**src/rtl/shared_ram_arbiter.sv**
```systemverilog
// Two-client round-robin arbiter in front of a single-clock simple dual-port RAM.
// Grants are combinational (0 cycles), read data 1 cycle after rd_gnt; a read that hits the granted write address stalls.

module shared_ram_sdp #(
  parameter int SIZE  = 8,
  parameter int DEPTH = 8,
  parameter int AW    = 3
) (
  input  logic            clk,
  input  logic            we,
  input  logic [AW-1:0]   waddr,
  input  logic [SIZE-1:0] wdata,
  input  logic            re,
  input  logic [AW-1:0]   raddr,
  output logic [SIZE-1:0] rdata
);
  logic [SIZE-1:0] mem [DEPTH];

  always_ff @(posedge clk) begin
    if (we) mem[waddr] <= wdata;
    if (re) rdata <= mem[raddr];
  end
endmodule

module shared_ram_arbiter #(
  parameter  int SIZE  = 8,
  parameter  int DEPTH = 8,
  localparam int AW    = $clog2(DEPTH)
) (
  input  logic            clk,
  input  logic            rst_n,
  input  logic [1:0]      wr_req,
  input  logic [AW-1:0]   wr_addr0,
  input  logic [AW-1:0]   wr_addr1,
  input  logic [SIZE-1:0] wr_data0,
  input  logic [SIZE-1:0] wr_data1,
  output logic [1:0]      wr_gnt,
  input  logic [1:0]      rd_req,
  input  logic [AW-1:0]   rd_addr0,
  input  logic [AW-1:0]   rd_addr1,
  output logic [1:0]      rd_gnt,
  output logic [1:0]      rd_valid,
  output logic [SIZE-1:0] rd_data
);
  // last_q holds the index of the most recently granted requester
  function automatic logic [1:0] rr_pick(input logic [1:0] req, input logic last_q);
    logic [1:0] g;
    g = 2'b00;
    case (req)
      2'b01:   g = 2'b01;
      2'b10:   g = 2'b10;
      2'b11:   g = last_q ? 2'b01 : 2'b10;
      default: g = 2'b00;
    endcase
    return g;
  endfunction

  logic            wr_last_q, wr_last_d;
  logic            rd_last_q, rd_last_d;
  logic [1:0]      rd_valid_q;
  logic [1:0]      rd_cand;
  logic [AW-1:0]   wr_addr_sel;
  logic [SIZE-1:0] wr_data_sel;
  logic [AW-1:0]   rd_addr_sel;
  logic            collide;

  always_comb begin
    wr_gnt      = rst_n ? rr_pick(wr_req, wr_last_q) : 2'b00;
    wr_addr_sel = wr_gnt[1] ? wr_addr1 : wr_addr0;
    wr_data_sel = wr_gnt[1] ? wr_data1 : wr_data0;

    rd_cand     = rst_n ? rr_pick(rd_req, rd_last_q) : 2'b00;
    rd_addr_sel = rd_cand[1] ? rd_addr1 : rd_addr0;
    // Write wins an address clash; the read simply retries next cycle.
    collide     = (|wr_gnt) && (|rd_cand) && (rd_addr_sel == wr_addr_sel);
    rd_gnt      = collide ? 2'b00 : rd_cand;

    wr_last_d = wr_last_q;
    if (|wr_gnt) wr_last_d = wr_gnt[1];
    rd_last_d = rd_last_q;
    if (|rd_gnt) rd_last_d = rd_gnt[1];
  end

  always_ff @(posedge clk or negedge rst_n) begin
    if (!rst_n) begin
      wr_last_q  <= 1'b1;
      rd_last_q  <= 1'b1;
      rd_valid_q <= 2'b00;
    end else begin
      wr_last_q  <= wr_last_d;
      rd_last_q  <= rd_last_d;
      rd_valid_q <= rd_gnt;
    end
  end

  assign rd_valid = rd_valid_q;

  shared_ram_sdp #(.SIZE(SIZE), .DEPTH(DEPTH), .AW(AW)) u_ram (
    .clk   (clk),
    .we    (|wr_gnt),
    .waddr (wr_addr_sel),
    .wdata (wr_data_sel),
    .re    (|rd_gnt),
    .raddr (rd_addr_sel),
    .rdata (rd_data)
  );
endmodule

```
**config.mk**
```make
export PLATFORM = sky130hd
export DESIGN_NAME = shared_ram_arbiter
export DESIGN_NICKNAME = d
export VERILOG_FILES = /design/src/rtl/shared_ram_arbiter.sv
export SDC_FILE = /design/constraint.sdc
export NUM_CORES = 1
export LEC_CHECK = 0
export CAP_MARGIN = 25
export CORE_MARGIN = 2
export CORE_UTILIZATION = 56
export CTS_BUF_LIST = sky130_fd_sc_hd__clkbuf_4
export CTS_CLUSTER_SIZE = 30
export DETAILED_ROUTE_END_ITERATION = 12
export PLACE_DENSITY_LB_ADDON = 0.3
export REMOVE_ABC_BUFFERS = 1
export SYNTH_ARGS = -nofsm -noshare
export SYNTH_HDL_FRONTEND = slang
export SYNTH_SLANG_ARGS = --single-unit
```
**constraint.sdc**
```tcl
create_clock -name clk -period 3.7 [get_ports clk]
set_input_delay 0.74 -clock clk [delete_from_list [all_inputs] [get_ports clk]]
set_output_delay 0.74 -clock clk [all_outputs]
set_load 0.01 [all_outputs]
```
* Word level (Yosys, flattened, before mapping)
Memory sizes are Yosys's and may differ from the RTL's. A register that Yosys moved wholly into a read port is not among the register bits. Index checks and enable logic that the tools add are counted. W data, S select, Z words.
Operators by class: eq/ne operators 7, mux-type cells 12, reductions and logical operators 5
Operator list (count):
- $pmux W2 S3 | 2
- $mux W2 | 5
- $eq A2 B2 Y1 const B | 4
- $mux W8 | 1
- $mux W3 | 2
- $reduce_or A2 Y1 | 3
- $eq A2 B1 Y1 const B | 2
- $eq A3 B3 Y1 | 1
- $logic_and A1 B1 Y1 | 2
- $mux W1 | 2
Storage, ports and cells: flip-flop bits (word level) 4, RAM bits 64, logic and storage cells 28, memories 1
Memory list:
- u_ram.mem | depth 8, bits a word 8, read ports 1, clocked after Yosys merged registers in 1, wr ports 1, line 17 | logic [SIZE-1:0] mem [DEPTH];

* Logic depth before layout (Yosys ltp)
word-level depth 8, depth in mapped cells 7, mapped depth without buffers 6

* Cells and area by module
Synthesis repeated with hierarchy kept, for this count alone.
Unflattened totals: cell total of the unflattened synthesis 182, area, all modules 3260.6 sq um
By module, submodules not included:
- shared_ram_sdp | instances 1, cells each 114, area each 2771.4 sq um
- shared_ram_arbiter | instances 1, cells each 68, area each 489.2 sq um

* Worst setup path after synthesis
Ideal clock, no wire load.
path type in2out, start input port rst_n, end output port rd_gnt[0], arrival time 2506 ps, slack 454 ps, cell stages on the path 7, buffers on the path 1, path through buf_6 and2_1 a21boi_4 mux2i_2 xor2_1 nor4_1 a211oi_1
Between the ends: longest elaborated chain between the ends 5
RTL lines:
- start, declared | line 31 | input logic rst_n,
- $mux W2, on equally long branches | line 72, 68
- $mux W3, or another cell as far along | line 73 | rd_addr_sel = rd_cand[1] ? rd_addr1 : rd_addr0;
- $eq A3 B3 Y1 or $logic_and A1 B1 Y1 (tied branches) | line 75 | collide = (|wr_gnt) && (|rd_cand) && (rd_addr_sel == wr_addr_sel);
- $logic_and A1 B1 Y1 | line 75
- $mux W2 (*) | line 76 | rd_gnt = collide ? 2'b00 : rd_cand;
- end, declared | line 41 | output logic [1:0] rd_gnt,
Every way passes the cells marked *; elsewhere a longest branch is shown, timed or not.

* Worst setup path in the final report
start input port rd_req[1], end output port rd_gnt[1]
Between the ends: longest elaborated chain between the ends 7
RTL lines:
- start, declared | line 38 | input logic [1:0] rd_req,
- $eq A2 B2 Y1 or $eq A2 B1 Y1 (tied branches) | line 49 | case (req)
- $pmux W2 S3 (*) | line 49
- $mux W2 (*) | line 72 | rd_cand = rst_n ? rr_pick(rd_req, rd_last_q) : 2'b00;
- $mux W3 or $reduce_or A2 Y1 (tied branches) | line 73, 75
- $eq A3 B3 Y1 or $logic_and A1 B1 Y1 (tied branches) | line 75
- $logic_and A1 B1 Y1 | line 75
- $mux W2 (*) | line 76
Marks and branches as above.

==> reports/metrics.csv <==
stage,metric,value,unit
pwr,p_leak,1.50,nW
synthesis,synth_top_area_cell,edfxtp_1,
critical_path,cp_max_fo,4,
synthesis,postSynthCellCount,172,
timing,tns,0,ns
synthesis,synth_edf_count,72,
placed_design,hpwl,4430,um
cells_and_area,layout.cells.non_filler,325,
synthesis,ys_top_cells_by_area,"edfxtp_1 (67%), mux4_1 (13%), nand2_1 (3.4%)",
synthesis,syn_avg_cell_area,18.7,um2
timing,hold_viol_final,0,
critical_path,crit_required,2.96,ns
global_routing,grt_pass1_wl,10000,um
critical_path,crit_type,in -> out,
pwr,power.density,441,nW/um2
floorplan,dieHeight,79.8,um
cells_and_area,final_area,4080,um2
cells_and_area,final_layout_size_suffix_gt1_share,21.3,%
critical_path,cpPeakStageDelay,0.48,ns
synthesis,synth.most_common_cell,edfxtp_1,
global_routing,gr-usage-all-layers,22.6,%
cells_and_area,fin_util,73.6,%
clocking,cts_made_buffers,9,
timing,slew_headroom,37.5,%
critical_path,startpoint_type,input port,
synthesis,synth_commonest_cells,"edfxtp_1 (72), nand2_1 (29), mux4_1 (16)",
clocking,htreeDepth,3,
critical_path,crit_chain,clkdlybuf4s50_1 -> and2_4 -> a21boi_4 -> mux2i_2 -> xor2_1 -> nor4_2 -> buf_4 -> nor2b_1 -> clkbuf_2,
pwr,vdd.ir_drop.worst,0.281,mV
synthesis,yosysSeqAreaShare,70.5,%
routing,postRouteAntennaNets,0,
floorplan,dieWidth,79.8,um
floorplan,die_area,6360,um2
cells_and_area,nets,282,
routing,drc,0,
timing,maxSlewViolCount,0,
timing,fin_skew,0.0103,ns
placed_design,finalWeightedCongestion,0.753,
placed_design,placed_cell_area,3900,um2
synthesis,yosys_register_bits,76,
cells_and_area,syn2layout_area_growth,26.9,%
synthesis,ys_types,33,
clocking,clock-root-buffer,clkbuf_4,
synthesis,ys.flop_type,edfxtp_1,
critical_path,critPathArrivalTime,2.88,ns
floorplan,top_level_ports,48,
routing,dr_total_vias,1828,
min_path,hold_class,reg -> reg,
flow_run,timing.max_cap.violations,0,
critical_path,crit_path_top_delay_cell,clkdlybuf4s50_1,
cells_and_area,fillers,339,
global_routing,grt_max_degree,17,
synthesis,yosysTopAreaCellShare,67.3,%
timing,fin_crit_sh,97.8,%
routing,viasPerCell,5.62,
critical_path,crit_family,buffers and inverters,
timing,fin_crit,3.62,ns
critical_path,critPathCaptureType,output pin,
floorplan,initial_utilization,58.0,%
synthesis,synthArstFlopShare,5.26,%
floorplan,core_area,5540,um2
routing,drt_first_iter_violations,141,
cells_and_area,diodes,0,
synthesis,netlist_area,3210,um2
critical_path,path_buf_inv,3,
clocking,cts_sinks,76,
routing,wire_per_inst,20.4,um
clocking,cts_tree,done,
timing,setup_ws,0.0798,ns
outcome,status,completed,
global_routing,grt.overflow.total,0,
timing,setup_violations,0,
global_routing,antenna_found_initial,0,
clocking,clock_latency,0.40,ns
timing,fmax,276,MHz
placed_design,io_buffer_count,47,
placed_design,placedCellCount,308,
routing,routed_wl,6620,um
routing,drt_pass1_iterations,4,
synthesis,yosysWarnings,0,
clocking,clock_path_buffers,2,
timing,rsz0062_at_grt,false,
floorplan,row_count,27,
placed_design,place_ws,-0.213,ns
global_routing,grt_pass1_vias,1891,
clocking,path_clk_slew,0.11,ns
timing,tightest_slew,0.935,ns
==> flip-flops by register name, summed over array words and instances (netlist names) <==
name         cells
u_ram.mem       64
rd_last_q        1
wr_last_q        1
rd_valid         2
u_ram.rdata      8
==> worst reg2reg max path, delay by kind of cell, from the launching register on <==
kind	cells	cell delay, ns
flops	1	0.57
xor+xnor	1	0.28
buf+inv	2	0.28
mux	1	0.32
compound gates	1	0.09
simple gates	3	0.99
==> per-stage QoR <==
stage               hold slack (ns)  power, W
floorplan                     0.444   0.00114
global placement              0.511   0.00125
detailed placement            0.527   0.00126
CTS                           0.542   0.00181
global route                  0.584   0.00186
finish                        0.545   0.00180
==> cell families after synthesis <==
logic type	count (synthesis)	synth area share, %
DFF	76	70.5
and+or+nand+nor	46	6.73
muxes	30	18.0
AOI/OAI and AO/OA	11	2.76
buffers and inverters	6	1.25
xor gates and xnor gates	3	0.818
==> where the power goes <==
group | switching, W | leakage [nW] | internal, W | total (W)
registers | 0.0000122 | 0.705 | 0.000991 | 0.00100
logic | 0.000117 | 0.708 | 0.000130 | 0.000247
clock network | 0.000263 | 0.0861 | 0.000287 | 0.000550
total | 0.000392 | 1.50 | 0.00141 | 0.00180
==> metal layers <==
| metal | global-route usage [%] | vias to the layer above | routed length, um | part of all wire [%] |
|---|---|---|---|---|
| met1 | 29.6 | 915 | 2750 | 42 |
| li1 | - | 853 | - | - |
| met3 | 4.98 | 6 | 320 | 4.8 |
| met4 | 6.78 | 0 | 44 | 0.66 |
| met5 | 0 | - | 0 | 0 |
| met2 | 38.2 | 54 | 3500 | 53 |
==> area by class of cell <==
cell class | instances | area, um2 | share of cell area, %
multi-input cells | 90 | 927 | 22.7
clock inverters | 5 | 76.3 | 1.87
well taps | 72 | 90.1 | 2.21
clock buffers | 11 | 82.6 | 2.02
repair buffers | 69 | 631 | 15.5
inverters | 2 | 7.51 | 0.184
flip-flops and latches | 76 | 2260 | 55.5
==> layout by cell type (no fill, tap or decap), types with 3 or more instances in the layout <==
master / netlist / routed
mux2i_1: 4 / 3
clkbuf_4: 0 / 11
nor3b_1: 3 / 3
mux2i_2: 2 / 3
edfxtp_1: 72 / 72
nand2_1: 29 / 29
buf_4: 0 / 22
mux4_1: 16 / 16
clkinv_1: 1 / 3
mux2_2: 8 / 8
xor2_1: 3 / 3
clkdlybuf4s50_1: 0 / 45
==> worst paths after layout <==
kind / start / to / slack, ns / cells after the start
max: rd_req[1] / rd_gnt[1] / 0.08 / 9
min: wr_last_q / wr_last_q / 0.54 / 2
max reg2reg: wr_last_q / u_ram.rdata[0] / 0.80 / 8
min reg2reg: wr_last_q / wr_last_q / 0.54 / 2
max in group asynchronous: rst_n / rd_last_q / 2.82 / 2
min in group asynchronous: rst_n / rd_valid[1] / 0.66 / 2
==> timing repair <==
item | 4_1_cts | 5_1_grt
buffers inserted | 1 | 0
gates resized for setup | 5 | 5
endpoints found under the setup margin | 2 | 2
pin swaps | 3 | 1
hold buffers | 0 | 0
No activity file was read; power rests on OpenSTA's default activity.
